**src/rtl/answer_poller.sv**
```systemverilog
// answer_poller
//   Initiator for the answer-table responder. Each frame walks the table
//   addresses 0..LAST_ADDR and waits out the responder's registered-read
//   latency. It latches each data byte and hands it to a UART transmitter
//   using a level strobe (ValTX). The far end synchronises ValTX with two
//   flops, so the strobe is held high for VAL_CYC cycles and then low for at
//   least VAL_CYC cycles.
//   Address 0 carries the responder's frame counter. The poller checks that
//   this counter advances by exactly one per completed frame. The check
//   treats 255 -> 0 as a valid step.
//
// Ports
//   clk         system clock
//   rst         asynchronous reset, active low
//   start       1-cycle pulse: begin one frame (ignored while busy)
//   tx_busy     UART transmitter busy; holds off the next strobe
//   data[7:0]   registered table data from responder
//   addr[4:0]   table address to responder
//   oUART[7:0]  byte to UART transmitter, stable while ValTX is high
//   ValTX       byte strobe, high VAL_CYC cycles
//   busy        frame in progress
//   frame_done  1-cycle pulse after the final byte's gap
//   cnt_err     sticky: addr-0 counter did not advance by one
//
// Build option
//   POLL_CHECKSUM_EN: when this is defined, one extra byte follows the
//   LAST_ADDR byte. That byte is the XOR of all table bytes in the frame.
//   While it is sent, addr stays at LAST_ADDR.

module answer_poller #(
  parameter int LAST_ADDR = 17,
  parameter int RD_LAT    = 1,
  parameter int VAL_CYC   = 4
) (
  input  logic       clk,
  input  logic       rst,
  input  logic       start,
  input  logic       tx_busy,
  input  logic [7:0] data,
  output logic [4:0] addr,
  output logic [7:0] oUART,
  output logic       ValTX,
  output logic       busy,
  output logic       frame_done,
  output logic       cnt_err
);

  localparam int VW = $clog2(VAL_CYC + 1);
  localparam int WW = $clog2(RD_LAT + 1);
  localparam logic [VW-1:0] VAL_LAST  = VW'(VAL_CYC - 1);
  localparam logic [WW-1:0] WAIT_LAST = WW'(RD_LAT - 1);
  localparam logic [4:0]    ADDR_LAST = 5'(LAST_ADDR);

  typedef enum logic [2:0] {
    S_IDLE, S_SETADDR, S_WAIT, S_LATCH, S_TXWAIT, S_STROBE, S_GAP, S_DONE
  } state_t;

  state_t        state_reg;
  logic [VW-1:0] cyc_reg;          // strobe-high / gap-low cycle counter
  logic [WW-1:0] wait_reg;         // read-latency counter
  logic [7:0]    prev_cnt_reg;     // responder counter seen last frame
  logic          first_frame_reg;  // no previous counter to compare against
`ifdef POLL_CHECKSUM_EN
  logic [7:0]    xsum_reg;
  logic          sum_phase_reg;    // checksum byte is the one in flight
`endif

  always_ff @(posedge clk or negedge rst) begin
    if (!rst) begin
      state_reg       <= S_IDLE;
      cyc_reg         <= '0;
      wait_reg        <= '0;
      prev_cnt_reg    <= 8'd0;
      first_frame_reg <= 1'b1;
      addr            <= 5'd0;
      oUART           <= 8'd0;
      ValTX           <= 1'b0;
      busy            <= 1'b0;
      frame_done      <= 1'b0;
      cnt_err         <= 1'b0;
`ifdef POLL_CHECKSUM_EN
      xsum_reg        <= 8'd0;
      sum_phase_reg   <= 1'b0;
`endif
    end else begin
      frame_done <= 1'b0;
      case (state_reg)
        S_IDLE: begin
          if (start) begin
            busy      <= 1'b1;
            addr      <= 5'd0;
            state_reg <= S_SETADDR;
`ifdef POLL_CHECKSUM_EN
            xsum_reg      <= 8'd0;
            sum_phase_reg <= 1'b0;
`endif
          end
        end

        S_SETADDR: begin
          wait_reg  <= '0;
          state_reg <= S_WAIT;
        end

        S_WAIT: begin
          if (wait_reg == WAIT_LAST) state_reg <= S_LATCH;
          else                       wait_reg  <= wait_reg + 1'b1;
        end

        S_LATCH: begin
          oUART <= data;
`ifdef POLL_CHECKSUM_EN
          xsum_reg <= xsum_reg ^ data;
`endif
          // The 8-bit compare wraps, so 255 -> 0 counts as a valid step.
          if (addr == 5'd0) begin
            if (!first_frame_reg && (data != prev_cnt_reg + 8'd1))
              cnt_err <= 1'b1;
            prev_cnt_reg <= data;
          end
          state_reg <= S_TXWAIT;
        end

        S_TXWAIT: begin
          if (!tx_busy) begin
            ValTX     <= 1'b1;
            cyc_reg   <= '0;
            state_reg <= S_STROBE;
          end
        end

        S_STROBE: begin
          if (cyc_reg == VAL_LAST) begin
            ValTX     <= 1'b0;
            cyc_reg   <= '0;
            state_reg <= S_GAP;
          end else begin
            cyc_reg <= cyc_reg + 1'b1;
          end
        end

        S_GAP: begin
          if (cyc_reg == VAL_LAST) begin
            if (addr != ADDR_LAST) begin
              addr      <= addr + 5'd1;
              state_reg <= S_SETADDR;
            end
`ifdef POLL_CHECKSUM_EN
            else if (!sum_phase_reg) begin
              // addr stays at LAST_ADDR so the responder sees no extra read.
              oUART         <= xsum_reg;
              sum_phase_reg <= 1'b1;
              state_reg     <= S_TXWAIT;
            end
`endif
            else begin
              frame_done <= 1'b1;
              state_reg  <= S_DONE;
            end
          end else begin
            cyc_reg <= cyc_reg + 1'b1;
          end
        end

        S_DONE: begin
          busy            <= 1'b0;
          first_frame_reg <= 1'b0;
          addr            <= 5'd0;
          state_reg       <= S_IDLE;
        end

        default: state_reg <= S_IDLE;
      endcase
    end
  end

endmodule

```
**config.mk**
```make
export PLATFORM = sky130hd
export DESIGN_NAME = answer_poller
export DESIGN_NICKNAME = d
export VERILOG_FILES = /design/src/rtl/answer_poller.sv
export SDC_FILE = /design/constraint.sdc
export NUM_CORES = 1
export LEC_CHECK = 0
export ABC_AREA = 1
export CORE_ASPECT_RATIO = 0.6
export CORE_MARGIN = 8
export CORE_UTILIZATION = 39
export CTS_CLUSTER_SIZE = 30
export DETAILED_ROUTE_END_ITERATION = 10
export GPL_TIMING_DRIVEN = 0
export PLACE_DENSITY = 0.58
export SYNTH_ARGS = -nofsm -noshare
export SYNTH_HDL_FRONTEND = slang
export SYNTH_SLANG_ARGS = --single-unit
```
**constraint.sdc**
```tcl
create_clock -name clk -period 2.1 [get_ports clk]
set_input_delay 0.42 -clock clk [delete_from_list [all_inputs] [get_ports clk]]
set_output_delay 0.42 -clock clk [all_outputs]
set_load 0.02 [all_outputs]
```
# Word level (Yosys, flattened, before mapping)
# Cells that the tools add are included.
# Widths: inputs -> output; s select.
# totals
inputBits	12
ram_bits	0
latchBits	0
output_inout_bits	17
romBits	0
word_cells	73
memories	0
regBits	33
# classes
div	0
n_shift	0
n_bitwise	0
eq_ne	17
n_mux	25
reduce_logical	16
multipliers	0
magnitude_cmp	0
addsub	4
# ops
op	count
$mux 3	9
$pmux 3 s8	1
$mux 5	3
$pmux 5 s3	1
$ne 2x2->1 const B	7
$eq 3x3->1 const B	4
$eq 3x2->1 const B	3
$pmux 3 s3	1
$reduce_and 3->1	3
$add 8x1->8 const B	1
$ne 8x8->1	1
$mux 1	7
$pmux 1 s2	3
$reduce_bool 2->1	3
$reduce_bool 3->1	2
$add 5x1->5 const B	1
$logic_not 5->1	1
$ne 5x5->1 const B	1
$reduce_and 5->1	1
$reduce_and 2->1	2
$reduce_and 4->1	1
$add 3x1->3 const B	1
$eq 3x1->1 const B	1
$logic_not 3->1	1
other kinds (3)	3

# Depth between registers and ports, before layout
# depth
word_depth	4
depth_mapped	11
ltp_nobuf	11

# Least setup slack after synthesis
# No wires, ideal clock.
# synth_timing
path_type	register to register
startpoint	register addr[1]
endpoint	register addr[0]
synth_period_minus_slack_ns	1.352
setup_time_ns	0.127
slack_ns	0.748
path_buffers	0
t_arrival_ns	1.225
required_ns	1.973
stages_incl_launch_ff	8
cell_sequence	dfrtp_1 > inv_1 > ha_1 > nand3_1 > nor2_4 > nor2_8 > nand3_1 > o21ai_0
# synth_between
elab_chain_len	3
# synth_lines
item	line	text
start: declaration	40	output logic [4:0] addr,
start signal: assignment	145	addr <= addr + 5'd1;
$ne 5x5->1	144	if (addr != ADDR_LAST) begin
$ne 2x2->1 (no source line)	-	
$reduce_and 4->1 (no source line)	-	
# No other way between the ends.
# A chain may end at the register's enable or synchronous reset.

# Worst setup path in the final report
# layout_timing
startpoint	register addr[2]
endpoint	output port addr[2]
# No word-level cell between the ends.

==> impl_metrics.tcl <==
set metrics [dict create \
    status "finished clean" \
    drive_gt1_share_pct 12.6 \
    fp.coreArea_sq_um 4540 \
    power_per_cell_area_nw_per_um2 1320 \
    syn-cell-area_sq_um 1830 \
    clk_latency_ns 0.28 \
    min_path_type "input port to asynchronous set/reset pin" \
    synth_top_area_share_pct 42.4 \
    instances_no_fill 325 \
    critPathKind "register to output port" \
    synth.distinct_cells 32 \
    cts_root_buf "clkbuf_8" \
    cts_sinks 32 \
    drtPass1Iterations 4 \
    ir_worst_vdd_uv 659 \
    die_h_um 69.1 \
    synthCells 227 \
    syn-mean-instance-area_sq_um 8.06 \
    path_cells "clkdlybuf4s50_1" \
    nets 281 \
    grt_pass1_wl_mm 6.91 \
    cts_tree "built" \
    io_buffers 28 \
    max_slew_margin_pct 52.3 \
    hpwl_mm 3.08 \
    gp_congestion 0.837 \
    synth_flop_cell "dfrtp_1" \
    post_cts_resized 0 \
    fin_util_pct 49.8 \
    hold_viol 0 \
    grtUsageTotal_pct 11.5 \
    place_area_sq_um 2180 \
    antenna_found_initial 0 \
    worst_ep_required_time_ns 1.68 \
    min_period_ns 1.77 \
    crit_slowest_cell "clkdlybuf4s50_1" \
    area_growth_syn_to_layout_pct 23.6 \
    wire_per_inst_um 12.3 \
    clock_skew_ns 0.00487 \
    drv_cap 0 \
    synth_top_cell_by_area "dfrtp_1" \
    via_count 1487 \
    whs_ns 0.189 \
    clockBufferDepth 2 \
    drtIter0Drc 68 \
    cp_max_fo 6 \
    final_cell_area_sq_um 2260 \
    endpoint_kind "output port" \
    htreeDepth 2 \
    die_width_um 104 \
    ys_ff_latch 32 \
    routed_wirelength_mm 3.98 \
    initial_core_util_pct 40.3 \
    grt-ovfl-total 0 \
    setup_violations 0 \
    rsz0062_at_grt "false" \
    yosys-top-cells-area "dfrtp_1, nand2_1, inv_1" \
    crit_buf_inv 1 \
    synthTopCellsByCount "nand2_1, dfrtp_1, inv_1" \
    r2r_cells 11 \
    drc 0 \
    synth_nets 246 \
    crit_family "buffers and inverters" \
    postCtsSetupRepairBufs 0 \
    fmax_ghz 0.564 \
    max_stage_delay_ns 0.64 \
    p_leak_nw 1.11 \
    critical_path_arrival_ns 1.35 \
    yosysWarnings 0 \
    power_mw 2.98 \
    r2r_slack_ns 0.52 \
    tightest_slew_ns 0.715 \
    numCtsBuffers 5 \
    synthArstFlopShare_pct 100 \
    fillCellCount 451 \
    fin_crit_sh_pct 84.4 \
    grt_max_degree 33 \
    grt_pass1_vias 1386 \
    dp.cells 318 \
    start_kind "register" \
    diodes 0 \
    path_clk_slew_ns 0.07 \
    rows 19 \
    viasPerCell 4.58 \
    drv_slew 0 \
    num_io_pins 29 \
    ant_nets 0 \
    ys_seq_area_share_pct 43.8 \
    die_area_sq_um 7210 \
    cts.hold.buffers_added 0 \
    crit_cells 1 \
    synth_most_common_cell "nand2_1" \
    synth_edf_count 0 \
]
==> cell families (layout without fill, tap and decap cells) <==
logic type / after synthesis / after routing / share of synthesized area, %
simple gates: 113 / 113 / 28.4
xor+xnor: 7 / 7 / 3.35
buf+inv: 36 / 71 / 8.07
fa+ha+maj: 7 / 7 / 4.78
flops: 32 / 32 / 43.8
compound gates: 32 / 32 / 11.6
==> final timing paths <==
kind | startpoint | endpoint
max in group asynchronous | rst | cyc_reg[0]$_DFFE_PN0P_
hold / removal | rst | addr[1]$_DFFE_PN0P_
setup / recovery | addr[2]$_DFFE_PN0P_ | addr[2]
hold reg to reg | first_frame_reg$_DFFE_PN1P_ | first_frame_reg$_DFFE_PN1P_
min in group clk | first_frame_reg$_DFFE_PN1P_ | first_frame_reg$_DFFE_PN1P_
setup reg to reg | prev_cnt_reg[0]$_DFFE_PN0P_ | cnt_err$_DFFE_PN0P_
==> cell usage in the layout, fill, tap and decap left out, types with 2 or more instances in the layout <==
| master | synthesis | final |
|---|---|---|
| clkdlybuf4s50_1 | 0 | 27 |
| ha_1 | 7 | 7 |
| nor2_1 | 14 | 14 |
| xnor2_1 | 2 | 2 |
| inv_1 | 31 | 31 |
| clkbuf_8 | 0 | 5 |
| dfrtp_1 | 31 | 31 |
| nor2_4 | 2 | 2 |
| nand2_2 | 2 | 2 |
| a32o_1 | 2 | 2 |
| nand3_1 | 19 | 19 |
| nor2_2 | 2 | 2 |
| buf_2 | 1 | 2 |
| a21oi_1 | 2 | 2 |
| xor2_1 | 5 | 5 |
| inv_2 | 2 | 2 |
| o21ai_0 | 16 | 16 |
| o21ai_2 | 8 | 8 |
| nand2_1 | 66 | 66 |
==> final cells by class <==
class	instances	area, sq um	share of cell area (%)
buffer	3	23.8	1.05
clock buffer	6	72.6	3.21
clock inverter	1	5.00	0.221
inverter	33	124	5.48
multi-input combinational	159	881	38.9
sequential	32	802	35.5
tap	63	78.8	3.48
timing repair buffer	28	275	12.2
==> metrics by stage <==
| step | TNS, ns | setup WS, ns |
|---|---|---|
| 6_report | 0 | 0.328 |
| 5_1_grt | 0 | 0.237 |
| 4_1_cts | 0 | 0.314 |
| 3_5_place_dp | 0 | 0.330 |
| 3_3_place_gp | -2.69 | -0.0883 |
| 2_1_floorplan | 0 | 0.748 |
==> metal layers <==
metal / wire length [um] / share of wire [%] / global-route usage (%) / vias to the layer above
li1: - / - / - / 792
met1: 2310 / 58 / 17.6 / 670
met2: 1450 / 36 / 14.7 / 23
met3: 213 / 5.3 / 4.36 / 2
met4: 15 / 0.38 / 1.44 / 0
met5: 0 / 0 / 0 / -
==> report_power, final <==
part	internal (mW)	total [mW]	switching (mW)
combinational	0.618	1.47	0.856
clock	0.225	0.439	0.214
sequential	0.862	1.07	0.210
No activity file was read; power rests on OpenSTA's default activity.
